**config.mk**
```make
export PLATFORM = sky130hd
export DESIGN_NAME = i2s_receiver_flat
export DESIGN_NICKNAME = d
export VERILOG_FILES = /design/src/rtl/i2s_receiver_if.sv /design/src/rtl/i2s_receiver.sv /design/src/flat_wrapper.sv
export SDC_FILE = /design/constraint.sdc
export NUM_CORES = 1
export LEC_CHECK = 0
export BUFFER_PORTS_ARGS = -buffer_cell sky130_fd_sc_hd__buf_2
export CAP_MARGIN = 20
export CORE_ASPECT_RATIO = 1.1
export CORE_UTILIZATION = 45
export CTS_CLUSTER_SIZE = 8
export DETAILED_ROUTE_END_ITERATION = 8
export PLACE_DENSITY = 0.68
export SLEW_MARGIN = 20
export SYNTH_ARGS = -nofsm -noshare
export SYNTH_HDL_FRONTEND = slang
export SYNTH_SLANG_ARGS = --single-unit
```
**constraint.sdc**
```tcl
create_clock -name clk -period 7.2 [get_ports clk]
set_input_delay 0.36 -clock clk [delete_from_list [all_inputs] [get_ports clk]]
set_output_delay 0.36 -clock clk [all_outputs]
set_load 0.01 [all_outputs]
```
**src/rtl/i2s_receiver_if.sv**
```systemverilog
// I2S receive bus: serial inputs from the external link plus the
// recovered stereo pair and status pulses presented in the clk domain.
interface i2s_receiver_if #(
  parameter int DATA_WIDTH = 16
);
  logic                  bit_clock;
  logic                  word_select;
  logic                  sound_data;
  logic [DATA_WIDTH-1:0] left_sample;
  logic [DATA_WIDTH-1:0] right_sample;
  logic                  sample_valid;
  logic                  frame_error;
  logic [4:0]            testing_bit_counter;

  // Source of the I2S stream and consumer of the recovered samples.
  modport master (
    output bit_clock, word_select, sound_data,
    input  left_sample, right_sample, sample_valid, frame_error,
           testing_bit_counter
  );

  // The receiver itself.
  modport slave (
    input  bit_clock, word_select, sound_data,
    output left_sample, right_sample, sample_valid, frame_error,
           testing_bit_counter
  );
endinterface

```
**src/rtl/i2s_receiver.sv**
```systemverilog
// Philips I2S receiver: synchronises BCLK/WS/SD into clk, frames 16-bit
// slots on WS transitions and emits left/right pairs from the same frame.
module i2s_receiver #(
  parameter int DATA_WIDTH  = 16,
  parameter int SYNC_STAGES = 2
) (
  input  logic        clk,
  input  logic        rst,
  i2s_receiver_if.slave bus
);

  typedef enum logic {HUNT, RECEIVE} state_t;

  localparam logic [4:0] LAST_BIT = 5'(DATA_WIDTH - 1);
  localparam logic [4:0] CNT_MAX  = 5'd31;

  logic [SYNC_STAGES-1:0] bclk_sync, ws_sync, sd_sync;
  logic                   bclk_d;
  logic                   rise, ws_q, sd_q;

  state_t                 state, state_next;
  logic [DATA_WIDTH-1:0]  shift, word, left_hold;
  logic [DATA_WIDTH-1:0]  left_sample_q, right_sample_q;
  logic                   ws_prev, left_ok;
  logic [4:0]             bit_cnt;
  logic                   transition, word_done, word_good;
  logic                   sample_valid_q, frame_error_q;

  // Edge detect is registered together with WS/SD so all three stay aligned.
  always_ff @(posedge clk or posedge rst) begin
    if (rst) begin
      bclk_sync <= '0;
      ws_sync   <= '0;
      sd_sync   <= '0;
      bclk_d    <= 1'b0;
      rise      <= 1'b0;
      ws_q      <= 1'b0;
      sd_q      <= 1'b0;
    end else begin
      // NOTE: non-blocking assignments make each stage take the previous
      // stage's old value, which is what gives a real multi-flop chain.
      bclk_sync <= {bclk_sync[SYNC_STAGES-2:0], bus.bit_clock};
      ws_sync   <= {ws_sync[SYNC_STAGES-2:0],   bus.word_select};
      sd_sync   <= {sd_sync[SYNC_STAGES-2:0],   bus.sound_data};
      bclk_d    <= bclk_sync[SYNC_STAGES-1];
      rise      <= bclk_sync[SYNC_STAGES-1] & ~bclk_d;
      ws_q      <= ws_sync[SYNC_STAGES-1];
      sd_q      <= sd_sync[SYNC_STAGES-1];
    end
  end

  always_ff @(posedge clk or posedge rst) begin
    if (rst) state <= HUNT;
    else     state <= state_next;
  end

  always_comb begin
    // NOTE: every output of this block gets a default first, so no path
    // through the case can leave a value held and infer a latch.
    state_next = state;
    word_done  = 1'b0;
    word_good  = 1'b0;
    transition = (ws_q != ws_prev);
    word       = {shift[DATA_WIDTH-2:0], sd_q};
    if (rise) begin
      case (state)
        HUNT:    if (transition) state_next = RECEIVE;
        RECEIVE: if (transition) begin
          word_done = 1'b1;
          word_good = (bit_cnt == LAST_BIT);
        end
        default: state_next = HUNT;
      endcase
    end
  end

  always_ff @(posedge clk or posedge rst) begin
    if (rst) begin
      shift          <= '0;
      ws_prev        <= 1'b0;
      bit_cnt        <= '0;
      left_hold      <= '0;
      left_ok        <= 1'b0;
      left_sample_q  <= '0;
      right_sample_q <= '0;
      sample_valid_q <= 1'b0;
      frame_error_q  <= 1'b0;
    end else begin
      sample_valid_q <= 1'b0;
      frame_error_q  <= 1'b0;
      if (rise) begin
        shift   <= word;
        ws_prev <= ws_q;
        if (transition)
          bit_cnt <= '0;
        else if (state == RECEIVE && bit_cnt != CNT_MAX)
          bit_cnt <= bit_cnt + 5'd1;

        // A right word is only paired with a left word from the same frame.
        if (word_done) begin
          if (!word_good) begin
            frame_error_q <= 1'b1;
            left_ok       <= 1'b0;
          end else if (!ws_prev) begin
            left_hold <= word;
            left_ok   <= 1'b1;
          end else begin
            if (left_ok) begin
              left_sample_q  <= left_hold;
              right_sample_q <= word;
              sample_valid_q <= 1'b1;
            end
            left_ok <= 1'b0;
          end
        end
      end
    end
  end

  assign bus.left_sample         = left_sample_q;
  assign bus.right_sample        = right_sample_q;
  assign bus.sample_valid        = sample_valid_q;
  assign bus.frame_error         = frame_error_q;
  assign bus.testing_bit_counter = bit_cnt;

endmodule

```
**src/flat_wrapper.sv**
```systemverilog
// flat-port wrapper written by rule: the top's interface ports become plain ports
module i2s_receiver_flat 
#(
  parameter int DATA_WIDTH  = 16,
  parameter int SYNC_STAGES = 2
)
  (clk, rst, bus_bit_clock, bus_word_select, bus_sound_data, bus_left_sample, bus_right_sample, bus_sample_valid, bus_frame_error, bus_testing_bit_counter);
  i2s_receiver_if #(.DATA_WIDTH(DATA_WIDTH)) bus_i ();
  input  logic clk;
  input  logic rst;
  input wire logic [$bits(bus_i.bit_clock)-1:0] bus_bit_clock;
  input wire logic [$bits(bus_i.word_select)-1:0] bus_word_select;
  input wire logic [$bits(bus_i.sound_data)-1:0] bus_sound_data;
  output wire logic [$bits(bus_i.left_sample)-1:0] bus_left_sample;
  output wire logic [$bits(bus_i.right_sample)-1:0] bus_right_sample;
  output wire logic [$bits(bus_i.sample_valid)-1:0] bus_sample_valid;
  output wire logic [$bits(bus_i.frame_error)-1:0] bus_frame_error;
  output wire logic [$bits(bus_i.testing_bit_counter)-1:0] bus_testing_bit_counter;
  assign bus_i.bit_clock = bus_bit_clock;
  assign bus_i.word_select = bus_word_select;
  assign bus_i.sound_data = bus_sound_data;
  assign bus_left_sample = bus_i.left_sample;
  assign bus_right_sample = bus_i.right_sample;
  assign bus_sample_valid = bus_i.sample_valid;
  assign bus_frame_error = bus_i.frame_error;
  assign bus_testing_bit_counter = bus_i.testing_bit_counter;
  i2s_receiver #(.DATA_WIDTH(DATA_WIDTH), .SYNC_STAGES(SYNC_STAGES)) u_core (.clk(clk), .rst(rst), .bus(bus_i));
endmodule
```
==> results of run 1 <==
==> layer usage <==
metal	GRT usage, %	vias up	part of all wire, %
met2	21.14	33	46
met5	0	-	0
li1	-	763	-
met3	4.796	8	4.8
met1	20.26	818	47
met4	9.253	0	2.0
==> cell usage in the layout, fill, tap and decap left out <==
master	n
buf_4	1
clkinvlp_4	1
nand2_1	5
buf_2	43
bufinv_16	2
dfrtp_1	83
a21oi_1	1
or2_2	1
nand3_1	2
and3_1	1
inv_1	1
mux2_2	62
nor3_1	1
nand3_4	1
xnor2_1	1
nor3_4	1
or3b_2	1
o21ai_0	3
clkinv_4	1
xor2_1	2
clkbuf_8	9
or3_1	1
nand3b_1	2
nor3b_4	1
buf_6	1
clkinv_2	2
nor2_1	3
inv_6	2
ha_1	3
nand4b_1	1
mux2_1	2
o22ai_1	1
nor2b_1	2
==> report_power, final <==
part	internal, mW	switching [mW]
clock network	0.198	0.173
logic	0.0427	0.0309
registers	0.512	0.0458
==> path summary, 6_finish.rpt <==
| path | slack, ns | cells after the start | end |
|---|---|---|---|
| worst max-delay path | 4.63 | 7 | u_core.bus.left_sample[10]$_DFFE_PP0P_ |
| worst min-delay path | 0.11 | 1 | u_core.sd_sync[0]$_DFF_PP0_ |
| worst max register to register | 4.63 | 7 | u_core.bus.left_sample[10]$_DFFE_PP0P_ |
| worst min register to register | 0.35 | 0 | u_core.ws_sync[1]$_DFF_PP0_ |
| max in group asynchronous | 6.51 | 3 | u_core.left_hold[13]$_DFFE_PP0P_ |
| min in group asynchronous | 0.20 | 3 | u_core.bclk_sync[0]$_DFF_PP0_ |
==> cell families after synthesis <==
logic type | Yosys count
flops | 83
mux | 64
simple gates | 23
buf+inv | 9
compound gates | 5
xor+xnor | 3
fa+ha+maj | 3
==> layout make-up <==
cell class / instances / area [um^2]
inverter: 2 / 8.758
multi-input combinational: 98 / 972.2
clock inverter: 7 / 98.84
tap: 82 / 102.6
timing repair buffer: 45 / 234.0
sequential: 83 / 2077
clock buffer: 9 / 123.9
fill: 568 / 3015
==> state kept, by name, summed over array words and instances, names as in the netlist, 2 cells and up <==
name and count:
u_core.bclk_sync 2, u_core.bus.right_sample 16, u_core.bus.testing_bit_counter 5, u_core.left_hold 16, u_core.shift 15, u_core.ws_sync 2
u_core.sd_sync 2, u_core.bus.left_sample 16
==> worst max-delay path, stage by stage (launching register included) <==
cell and delay (ns):
dfrtp_1 0.40, ha_1 0.18, and3_1 0.19, ha_1 0.22, nand3_4 0.11, nor3_4 0.59, buf_4 0.39, mux2_2 0.37
==> per-stage QoR <==
stage | utilization [%] | power (mW)
after floorplan | - | 0.6117
after global placement | 51.12 | 0.6398
after detailed placement | 51.12 | 0.6428
after CTS | 54.48 | 1.014
after global routing | 54.54 | 1.051
final | 54.54 | 1.002
==> summary.md, run 1 <==
| Metric | Value |
|---|---|
| Remaining Overflow, GRT | `0` |
| Synth Area in Compound Gates | `0.8430%` |
| Final Net Count | `247` |
| Post-Syn Area | `3117 um^2` |
| CTS root buf | `clkbuf_8` |
| Synth area leaders | `dfrtp_1 67%, mux2_2 22%, buf_6 1.4%, ha_1 1.2%, mux2_1 0.72%` |
| # hold bufs at CTS | `0` |
| Yosys top cell by area | `dfrtp_1` |
| Post-DRT Antenna Nets | `0` |
| IO buf count | `43` |
| CTS H-tree lvls | `3` |
| Final clock skew | `0.01097 ns` |
| Share of cells above drive strength 1 | `52.87%` |
| Critical path endpoint category | `flop` |
| Final Max Slew Viols | `0` |
| Required time worst endpoint | `7.44 ns` |
| Placer congestion estimate | `0.7145` |
| Pre-Repair DR Iteration Count | `4` |
| Status | `completed` |
| Detailed-route wire length per cell | `14.39 um` |
| Dpl cell area | `3391 um^2` |
| Gr usage total | `15.04%` |
| Syn Inst Count | `190` |
| Mux cell area share after synthesis | `23.12%` |
| Synth Warn # | `0` |
| Residual DRC | `0` |
| Area delta synth->final | `16.06%` |
| Vias/cell | `4.975` |
| Register clock-pin slew on the reported worst setup and hold paths | `0.09 ns` |
| Post-synthesis sequential area ratio | `66.64%` |
| Worst Max-Slew Pin Slew | `0.8764 ns` |
| CTS Buf Count | `9` |
| Synth top area share | `66.64%` |
| EDFF count, synth | `0` |
| Core area | `6633 um^2` |
| Rows | `31` |
| Synth cell types | `27` |
| Max cap viols | `0` |
| Maximum clock frequency | `388.5 MHz` |
| Post-route setup slack | `4.626 ns` |
| Post-synth ARST share | `100.0%` |
| Pwr dens | `277.0 nW/um^2` |
| Maximum clock path buffer count | `2` |
| Period utilisation layout | `35.75%` |
| Die footprint | `7263 um^2` |
| Final hold violation count | `0` |
| 1st-iter DRT viols | `75` |
| Final setup violation count | `0` |
| Worst skew pair latency | `0.35 ns` |
| Max FO, Critical Path | `20` |
| Hold_sp | `bus_sound_data` |
| Die height | `89.29 um` |
| Net Count, Synth | `198` |
| Post-CTS Setup Bufs | `0` |
| Pre-CTS setup slack | `4.571 ns` |
| CTS tree | `built` |
| Starting Density | `46.99%` |
| Post-Synth Simple-Gate Area | `5.179%` |
| Antenna violations before repair | `0` |
| XOR/XNOR Fraction of Synth Area | `0.8430%` |
| Total inserted antenna cells | `0` |
| Crit path arrival time | `2.81 ns` |
| Most frequent cell after synthesis | `dfrtp_1` |
| Clock sinks | `83` |
| Number of global-route vias before repair | `1601` |
| RSZ-0062 raised after global routing | `false` |
| Setup CP Type | `reg2reg` |
| Worst reg2reg path startpoint | `u_core.bus.testing_bit_counter[0]$_DFFE_PP0P_` |
| Worst setup SP type | `flop` |
| Final min period | `2.574 ns` |
| Design area | `3617 um^2` |
| Largest net degree at the start of global routing | `84` |
| Ports | `44` |
| Avg Cell Area, Syn | `16.40 um^2` |
| Final wirelength | `4692 um` |
| DP HPWL | `2875 um` |
| Post-synth top cells | `83 x dfrtp_1, 62 x mux2_2, 5 x nand2_1` |
| Worst rel slew slack | `41.51%` |
| Worst ir drop on vdd | `0.1570 mV` |
| #FFs+latches synth | `83` |
| Setup TNS | `0 ns` |
| Non-filler instance count after layout | `326` |
| First-pass GRT wire length | `7845 um` |
| Hold_ws | `0.1053 ns` |
| Hold Path Class | `in2reg` |
| Total number of vias | `1622` |
| Ys flop type | `dfrtp_1` |
| # resized after CTS | `0` |
| Die X | `81.35 um` |
| Placed cell count | `310` |
| Crit path launch | `u_core.bus.testing_bit_counter[0]$_DFFE_PP0P_` |
| Adder-cell share of the synthesized area | `1.204%` |
| Leak Pwr | `1.882 nW` |
| Largest family of logic cells by synthesized area | `multiplexers` |
Note: power is estimated with default switching activity, not from simulation.
==> inputs of run 2 (changes only) <==
ABC_AREA = 1   (was not set)
PLACE_DENSITY = 0.7   (was 0.68)
clock period = 2.3 ns   (was 7.2 ns; I/O delays follow)
==> run 2 against run 1 <==
  * The flow now finishes with violations (design-rule violations)
  * Register-to-register slack got worse by 4.1 ns
  * Worst setup slack worse by 4.1 ns
  * Hold slack improved by 0.20 ns
  * Via count increased by 44%
  * Clock power grew to 2.8 times the previous value
  * Final cell count grew 44%
  * Sequential power rose to 2.9 times the previous value
  * Synthesized area increased by 6.9%
  * Core utilization shrank 0.35 points
  * Sequential share of layout area is 3.3 points lower
  * Critical path type unchanged
  * Highest routed layer unchanged
==> summary.md, run 2 <==
| Metric | Value |
|---|---|
| Max FO, Critical Path | `33 (+65%)` |
| #FFs+latches synth | `83 (unchanged)` |
| Post-synth ARST share | `100.0% (unchanged)` |
| Non-filler instance count after layout | `470 (+44%)` |
| Required time worst endpoint | `2.57 ns (-4.87 ns)` |
| Die height | `92.23 um (+3.3%)` |
| EDFF count, synth | `0 (unchanged)` |
| Pre-Repair DR Iteration Count | `6 (+2)` |
| Area of the multi-input gates | `1016 um^2 (+4.5%)` |
| Avg Cell Area, Syn | `10.00 um^2 (-39%)` |
| Starting Density | `47.00% (about the same)` |
| Antenna violations before repair | `0 (unchanged)` |
| Share of cells above drive strength 1 | `24.16% (-29 points)` |
| Synth top area share | `62.36% (-4.3 points)` |
| Most frequent cells in the layout | `110 x nand2_1, 83 x dfrtp_1, 43 x buf_2` |
| Design Power | `2.847 mW (+180%)` |
| Hold Path Class | `in2async` |
| Fillers | `641 (+13%)` |
| Remaining Overflow, GRT | `0 (unchanged)` |
| RSZ-0062 raised after global routing | `false` |
| Largest net degree at the start of global routing | `39 (-54%)` |
| Maximum clock path buffer count | `2 (unchanged)` |
| Register clock-pin slew on the reported worst setup and hold paths | `0.09 ns (about the same)` |
| DP HPWL | `4106 um (+43%)` |
| Pre-CTS setup slack | `0.5207 ns (-4.050 ns)` |
| Post-DRT Antenna Nets | `0 (unchanged)` |
| Setup CP Type | `reg2reg` |
| Die X | `84.03 um (+3.3%)` |
| Detailed-route wire length per cell | `13.25 um (-7.9%)` |
| Worst Max-Slew Pin Slew | `0.6892 ns (-0.1872 ns)` |
| Number of global-route vias before repair | `2240 (+40%)` |
| Vias/cell | `4.981 (+0.11%)` |
| Gr usage total | `17.66% (+2.6 points)` |
| Core area | `7087 um^2 (+6.8%)` |
| Worst ir drop on vdd | `0.3902 mV (+150%)` |
| Yosys top cell by area | `dfrtp_1` |
| First-pass GRT wire length | `10690 um (+36%)` |
| Final hold violation count | `0 (unchanged)` |
| Max cap viols | `0 (unchanged)` |
| Final Max Slew Viols | `0 (unchanged)` |
| CTS H-tree lvls | `3 (unchanged)` |
| Net Count, Synth | `341 (+72%)` |
| Status | `finished with violations` |
| CTS tree | `built` |
| Period utilisation layout | `78.15% (+42 points)` |
| Post-synthesis sequential area ratio | `62.36% (-4.3 points)` |
| Post-Syn Area | `3331 um^2 (+6.9%)` |
| Die footprint | `7750 um^2 (+6.7%)` |
| Syn Inst Count | `333 (+75%)` |
| Crit path arrival time | `2.07 ns (-0.74 ns)` |
| CTS root buf | `clkbuf_8` |
| Final clock skew | `0.008617 ns (-0.002354 ns)` |
| Maximum clock frequency | `556.3 MHz (+43%)` |
| Total number of vias | `2341 (+44%)` |
| Total inserted antenna cells | `0 (unchanged)` |
| Final min period | `1.798 ns (-0.7764 ns)` |
| Leak Pwr | `2.076 nW (+10%)` |
| Synth area leaders | `dfrtp_1 62%, nand2_1 12%, nand4_1 6.2%, o21ai_2 4.2%, o21ai_0 2.9%` |
| Hold_ws | `0.3030 ns (+0.1977 ns)` |
| Worst skew pair latency | `0.35 ns (about the same)` |
| Final wirelength | `6228 um (+33%)` |
| Post-synth top cells | `110 x nand2_1, 83 x dfrtp_1, 33 x nand4_1` |
| Worst rel slew slack | `53.94% (+12 points)` |
| Placer congestion estimate | `0.7568 (+5.9%)` |
| Setup TNS | `0 ns (unchanged)` |
| Worst setup SP type | `flop` |
| Critical path endpoint category | `flop` |
| Failing checks | `design-rule violations` |
| Final Net Count | `388 (+57%)` |
| IO buf count | `43 (unchanged)` |
| Post-CTS Setup Bufs | `0 (unchanged)` |
| Clock sinks | `83 (unchanged)` |
| Residual DRC | `2 (+2)` |
| Rows | `32 (+3.2%)` |
| Reg area | `2077 um^2 (unchanged)` |
| Post-route setup slack | `0.5025 ns (-4.124 ns)` |
| 1st-iter DRT viols | `170 (+130%)` |
| Ports | `44 (unchanged)` |
| Area delta synth->final | `15.29%` |
| Final setup violation count | `0 (unchanged)` |
| Synth cell types | `24 (-11%)` |
| Most frequent cell after synthesis | `nand2_1` |
| Synth Warn # | `0 (unchanged)` |
| Ys flop type | `dfrtp_1` |
| CTS Buf Count | `9 (unchanged)` |
| Pwr dens | `741.4 nW/um^2 (+170%)` |
| Placed cell count | `450 (+45%)` |
| Commonest non-fill, non-tap cell in the layout | `nand2_1` |
[run 2: changes by cell type in the layout (fill, tap and decap cells not counted), moves of 3 or more]
cell / previous run / this run
buf_4: 1 / 8
inv_1: 1 / 24
nand4_1: 0 / 33
inv_2: 0 / 4
o21ai_2: 0 / 16
o21ai_0: 3 / 19
nand2_1: 5 / 110
dlygate4sd3_1: 0 / 4
nor2_1: 3 / 6
mux2_2: 62 / 0
[run 2: worst paths after layout]
path,startpoint,to,slack (ns),cells past startpoint
max,u_core.bus.testing_bit_counter[0]$_DFFE_PP0P_,u_core.left_hold[10]$_DFFE_PP0P_,0.50,8
min,rst,u_core.bus.right_sample[10]$_DFFE_PP0P_,0.30,3
max reg2reg,u_core.bus.testing_bit_counter[0]$_DFFE_PP0P_,u_core.left_hold[10]$_DFFE_PP0P_,0.50,8
min reg2reg,u_core.ws_sync[0]$_DFF_PP0_,u_core.ws_sync[1]$_DFF_PP0_,0.36,0
max in group asynchronous,rst,u_core.bus.right_sample[14]$_DFFE_PP0P_,1.35,4
min in group clk,u_core.ws_sync[0]$_DFF_PP0_,u_core.ws_sync[1]$_DFF_PP0_,0.36,0
[run 2: report_power, final]
part	leakage [nW]	internal, mW	total (mW)	switching [mW]
registers	1.12	1.54	1.60	0.0684
logic	0.865	0.0653	0.212	0.147
clock network	0.0926	0.531	1.03	0.500
total	2.08	2.13	2.85	0.715
[run 2: critical path: stages (launching register included)]
cell	delay (ns)
dfrtp_1	0.44
ha_1	0.23
nand2_1	0.07
nor2_1	0.06
ha_1	0.24
nand4_2	0.11
buf_4	0.37
nand2_1	0.13
o21ai_2	0.07
[run 2: final cells by class]
| class | count | area share (%) |
|---|---|---|
| clock inverters | 4 | 1.303 |
| repair buffers | 56 | 8.733 |
| well taps | 85 | 2.770 |
| clock buffers | 12 | 3.780 |
| inverters | 29 | 2.867 |
| multi-input cells | 201 | 26.46 |
| flip-flops and latches | 83 | 54.09 |
[run 2: cell families (layout without fill, tap and decap cells)]
family | after synthesis | count (layout) | share of synthesized area (%)
AOI/OAI and AO/OA | 38 | 38 | 7.550
adders and majority gates | 3 | 3 | 1.127
buffers and inverters | 49 | 101 | 7.137
DFF | 83 | 83 | 62.36
and+or+nand+nor | 160 | 160 | 21.83
[run 2: per-layer routing]
metal | routed length (um) | part of all wire, % | GRT usage [%]
met2 | 2828 | 45 | 27.19
met1 | 3080 | 49 | 24.25
met5 | 0 | 0 | 0
met3 | 250 | 4.0 | 4.500
met4 | 69 | 1.1 | 6.466
[run 2: stage by stage]
step                      utilization, %  cell area, um^2
final                              54.18             3840
after global routing               54.18             3840
after CTS                          54.18             3840
after detailed placement           50.87             3605
after global placement             50.87             3605
after floorplan                        -             3331
[run 2: what timing repair did]
item                      4_1_cts  5_1_grt
hold endpoints to repair       28        0
hold buffers                    4        0
resized for setup               0        0
